File: src/rtl/pipe_if_stage_pkg.sv
// Shared definitions for the instruction-fetch stage and the decode controller:
// FSM encodings, the bubble word and the j/jal target formation.
package pipe_if_stage_pkg;

  typedef enum logic {
    ST_BOOT  = 1'b0,
    ST_FETCH = 1'b1
  } if_state_e;

  localparam logic [31:0] C_NOP_INST = 32'h0000_0000;

  // j/jal target: upper nibble of the delay-slot PC, instr_index, word aligned.
  function automatic logic [31:0] jump_target(input logic [31:0] pc_plus4,
                                              input logic [25:0] instr_index);
    return {pc_plus4[31:28], instr_index, 2'b00};
  endfunction

endpackage

File: src/rtl/pipe_if_stage_id_reg.sv
// IF/ID pipeline register: hold wins over flush, flush wins over load.
// A flush inserts the bubble word and keeps the previous PC+4.
module pipe_if_id_reg #(
  parameter logic [31:0] NOP_INST = 32'h0000_0000
) (
  input  logic        clk,
  input  logic        rst,
  input  logic        i_hold,
  input  logic        i_flush,
  input  logic        i_load,
  input  logic [31:0] i_inst,
  input  logic [31:0] i_pc_plus4,
  output logic [31:0] o_inst,
  output logic [31:0] o_pc_plus4,
  output logic        o_valid
);

  logic [31:0] r_inst;
  logic [31:0] r_pc_plus4;
  logic        r_valid;

  always_ff @(posedge clk or posedge rst) begin
    if (rst) begin
      r_inst     <= NOP_INST;
      r_pc_plus4 <= 32'h0000_0000;
      r_valid    <= 1'b0;
    end else if (!i_hold) begin
      if (i_flush) begin
        r_inst  <= NOP_INST;
        r_valid <= 1'b0;
      end else if (i_load) begin
        r_inst     <= i_inst;
        r_pc_plus4 <= i_pc_plus4;
        r_valid    <= 1'b1;
      end
    end
  end

  assign o_inst     = r_inst;
  assign o_pc_plus4 = r_pc_plus4;
  assign o_valid    = r_valid;

endmodule

File: src/rtl/pipe_if_stage.sv
// Instruction-fetch stage: PC, BOOT/FETCH sequencing, decode redirects and
// stalls, saturating performance counters, feeding the IF/ID register.
module pipe_if_stage #(
  parameter logic [31:0] RESET_PC = 32'h0000_0000,
  parameter logic [31:0] NOP_INST = pipe_if_stage_pkg::C_NOP_INST,
  parameter int          CNT_W    = 16
) (
  input  logic             clk,
  input  logic             rst,
  output logic             inst_req,
  output logic [31:0]      inst_addr,
  input  logic [31:0]      inst_data,
  input  logic             MIO_ready,
  input  logic             shouldStall,
  input  logic             jump,
  input  logic [25:0]      jumpAddress,
  input  logic             jumpRs,
  input  logic [31:0]      rsData,
  input  logic             branchTaken,
  input  logic [31:0]      branchTarget,
  output logic [31:0]      id_inst,
  output logic [31:0]      id_pc_plus4,
  output logic             id_valid,
  output logic [CNT_W-1:0] stall_cnt,
  output logic [CNT_W-1:0] flush_cnt
);
  import pipe_if_stage_pkg::*;

  function automatic logic [CNT_W-1:0] sat_inc(input logic [CNT_W-1:0] v);
    return (&v) ? v : v + {{(CNT_W-1){1'b0}}, 1'b1};
  endfunction

  if_state_e        r_state;
  logic [31:0]      r_pc;
  logic [CNT_W-1:0] r_stall_cnt;
  logic [CNT_W-1:0] r_flush_cnt;

  logic        w_fetch;
  logic        w_advance;
  logic        w_redirect;
  logic        w_wait;
  logic        w_load;
  logic [31:0] w_pc_plus4;
  logic [31:0] w_target;

  assign w_fetch    = (r_state == ST_FETCH);
  assign w_advance  = w_fetch && !shouldStall;
  assign w_redirect = w_advance && (jumpRs || jump || branchTaken);
  assign w_wait     = w_advance && !w_redirect && !MIO_ready;
  assign w_load     = w_advance && !w_redirect && MIO_ready;
  assign w_pc_plus4 = r_pc + 32'd4;

  always_comb begin
    w_target = branchTarget;
    if (jumpRs)    w_target = rsData;
    else if (jump) w_target = jump_target(id_pc_plus4, jumpAddress);
  end

  always_ff @(posedge clk or posedge rst) begin
    if (rst) begin
      r_state     <= ST_BOOT;
      r_pc        <= RESET_PC;
      r_stall_cnt <= '0;
      r_flush_cnt <= '0;
    end else begin
      if (!w_fetch) r_state <= ST_FETCH;
      // Both the stall and the fetch-wait cases land here, counted once.
      if (w_fetch && (shouldStall || w_wait)) r_stall_cnt <= sat_inc(r_stall_cnt);
      if (w_redirect) begin
        r_pc        <= {w_target[31:2], 2'b00};
        r_flush_cnt <= sat_inc(r_flush_cnt);
      end else if (w_load) begin
        r_pc <= {w_pc_plus4[31:2], 2'b00};
      end
    end
  end

  pipe_if_id_reg #(
    .NOP_INST(NOP_INST)
  ) u_if_id (
    .clk       (clk),
    .rst       (rst),
    .i_hold    (!w_advance),
    .i_flush   (w_redirect || w_wait),
    .i_load    (w_load),
    .i_inst    (inst_data),
    .i_pc_plus4(w_pc_plus4),
    .o_inst    (id_inst),
    .o_pc_plus4(id_pc_plus4),
    .o_valid   (id_valid)
  );

  assign inst_req  = w_fetch;
  assign inst_addr = r_pc;
  assign stall_cnt = r_stall_cnt;
  assign flush_cnt = r_flush_cnt;

endmodule
File: config.mk
export PLATFORM = sky130hd
export DESIGN_NAME = pipe_if_stage
export DESIGN_NICKNAME = d
export VERILOG_FILES = /design/src/rtl/pipe_if_stage_pkg.sv /design/src/rtl/pipe_if_stage_id_reg.sv /design/src/rtl/pipe_if_stage.sv
export SDC_FILE = /design/constraint.sdc
export NUM_CORES = 1
export LEC_CHECK = 0
export ABC_AREA = 1
export BUFFER_PORTS_ARGS = -buffer_cell sky130_fd_sc_hd__buf_2
export CORE_MARGIN = 5
export CORE_UTILIZATION = 50
export DETAILED_ROUTE_END_ITERATION = 6
export HOLD_SLACK_MARGIN = 0.03
export PLACE_DENSITY = 0.89
export RECOVER_POWER = 50
export REMOVE_ABC_BUFFERS = 1
export SLEW_MARGIN = 10
export SYNTH_ARGS = -nofsm -noshare
export SYNTH_HDL_FRONTEND = slang
export SYNTH_SLANG_ARGS = --single-unit
File: constraint.sdc
create_clock -name clk -period 5.7 [get_ports clk]
set_input_delay 1.14 -clock clk [delete_from_list [all_inputs] [get_ports clk]]
set_output_delay 1.14 -clock clk [all_outputs]
set_load 0.02 [all_outputs]
==> results.cfg <==
[run_status]
outcome = complete, but fails checks
violations = capacitance limit, slew limit

[clock_tree]
cts_root_buf = clkbuf_16
cts_tree = built
cts_buffers = 17
insertion_delay_ns = 0.42
path_clk_slew_ns = 0.06
postCtsSetupBuffers = 0
htreeDepth = 4
clock_path_buffers = 2
clock-sinks = 126
hold_buffers = 0
cts.repair.resized = 0

[finish]
antennaDiodeCount = 0
final_util_pct = 63.6
area_delta_synth_final_pct = 26.0
drive_gt1_share_pct = 20.6
final_cell_mix = nand2_1, buf_2, dfrtp_1, o21ai_0, inv_1
nets = 1339
final_common_cell = nand2_1

[detailed_routing]
dr_total_vias = 7315
vias_per_cell = 5.23
dr_wl_met2_um = 10000
wl_per_cell_um = 14.9
dr_wl_met3_um = 1650
drtIter0Drc = 599
drtAntennaViolNets = 0
dr.pass1.iters = 6
drc = 0
finalWirelength_um = 20800
highest_layer = met4
drt-met1-wl_um = 8400

[logic_synthesis]
synth-simple-area-share_pct = 31.6
syn-cell-area_um2 = 6950
synthCells = 974
syn_avg_cell_area_um2 = 7.13
synth_cell_type_count = 35
synthAdderAreaFrac_pct = 0.540
synth.yosys.warnings = 0
synth_seq_cells = 126
synthFlopType = dfrtp_1
seq_area_frac_synth_pct = 45.4
synthArstFlopShare_pct = 100
synth-edff-count = 0
synth_top_family_by_area = simple AND/OR/NAND/NOR gates
synth_mux_area_share_pct = 0
synth_compound_area_share_pct = 11.7
synth-xor-area-share_pct = 3.01

[timing]
tightestPinTransition_ns = 2.08
fin_crit_sh_pct = 67.0
clock_skew_ns = 0.00935
hold_viol = 0
final.setup.tns_ns = 0
finalCriticalPeriod_ns = 3.82
fin_ws_ns = 1.88
setup_violations = 0
rsz0062_at_grt = no
relSlewSlack_pct = -38.6
max_freq_mhz = 262
slew_violations = 42

[worst_setup_path]
cp-start-kind = input pin
cpMostUsedCell = nand2_1
slowest_delay_ns = 0.99
path_cells = buf_2, inv_2, nand4_1, inv_2, nand3_1, nand2_1, nand2_1, nand2_1
cp-end-kind = flop
crit_required_ns = 6.05
arrival_ns = 4.17
path_class = input pin to flop
path_max_fanout = 56
crit_path_top_delay_cell = inv_2

[place]
dp_hpwl_um = 15100
place.gp.congestion = 0.987
place_ws_ns = 1.44
port_buffers = 250

[run]
maxCapViolations = 1

[grt]
grt_max_degree = 59
antenna_found_initial = 0
grt_pass1_wl_um = 32800
grt.total_usage_pct = 25.1
grt_overflow = 0
grt_pass1_vias = 6772

[power_and_ir_drop]
powerDensity_nw_per_um2 = 340
switchingPower_mw = 1.04
clkPwrFrac_pct = 35.9
ir_drop_v = 0.000214
p_seq_share_pct = 39.4
p_leak_nw = 4.68
netSwitchingFraction_pct = 35.1
power.internal_mw = 1.93
p_comb_share_pct = 24.7

[floorplanning]
num_rows = 43
coreArea_um2 = 13800
fp.dieW_um = 128
die_h_um = 128
pin_count = 259
dieArea_um2 = 16300
start_util_pct = 50.4

[hold_path]
hold_path.class = flop to flop
## power groups by stage
stage               clock network (mW)  registers (mW)  logic, mW
global placement                     0            1.17      0.731
finish                            1.07            1.17      0.734
detailed placement                   0            1.18      0.751
CTS                               1.08            1.17      0.755
global route                      1.12            1.19      0.810
floorplan                            0            1.33      0.289
## cell type report
type / instances / area (um2)
Inverter: 80 / 302
Clock inverter: 13 / 139
Timing Repair Buffer: 255 / 1210
Sequential cell: 126 / 3150
Clock buffer: 19 / 453
Tap cell: 180 / 225
Fill cell: 1246 / 5020
Multi-Input combinational cell: 727 / 3280
## cells in the mapped netlist (all sizes together) (10+ instances only)
cell type	number	area, um2
nand2	387	1460
o21ai	115	591
nand3	57	285
dfrtp	126	3150
xor2	13	121
nor2	71	289
buf	27	164
xnor2	10	87.6
clkbuf	17	63.8
a21oi	31	155
nor3	13	75.1
inv	80	300
## state kept, by name (all words and copies together) (netlist names)
register / count
u_if_id.o_inst: 32
inst_addr: 30
u_if_id.o_pc_plus4: 30
flush_cnt: 16
stall_cnt: 16
inst_req: 1
u_if_id.o_valid: 1
## worst max-delay path: cells and delay by family
family / cells / cell delay (ns)
buf+inv: 3 / 1.85
simple gates: 5 / 1.16
## final timing paths
check / startpoint / end / slack [ns] / cells after the start
setup / recovery: jump / inst_addr[19]$_DFFE_PP0P_ / 1.88 / 8
hold / removal: u_if_id.o_pc_plus4[17]$_DFFE_PP0P_ / u_if_id.o_pc_plus4[17]$_DFFE_PP0P_ / 0.48 / 2
setup reg to reg: inst_req$_DFF_PP0_ / inst_addr[19]$_DFFE_PP0P_ / 2.60 / 8
hold reg to reg: u_if_id.o_pc_plus4[17]$_DFFE_PP0P_ / u_if_id.o_pc_plus4[17]$_DFFE_PP0P_ / 0.48 / 2
max in group asynchronous: rst / u_if_id.o_inst[20]$_DFFE_PP0P_ / 2.25 / 3
min in group asynchronous: rst / inst_addr[17]$_DFFE_PP0P_ / 0.98 / 2
## layer usage
layer	global-route usage, %	vias up
li1	-	3553
met1	31.9	3360
met2	41.0	338
met3	5.71	64
met4	11.4	0
met5	0	-
## stage by stage
stage | hold slack [ns] | power [mW] | instance area (um2) | std cells
floorplan | 0.591 | 1.62 | 6730 | 933
global placement | 0.460 | 1.90 | 8250 | 1368
detailed placement | 0.461 | 1.93 | 8250 | 1368
CTS | 0.476 | 3.00 | 8840 | 1400
global route | 0.496 | 3.12 | 8750 | 1400
finish | 0.477 | 2.97 | 8750 | 1400
## kinds of logic after synthesis
kind of cell | Yosys count
compound gates | 155
xor+xnor | 23
fa+ha+maj | 3
buf+inv | 124
flops | 126
other cells | 2
simple gates | 541
(Power assumes the default switching activity.)
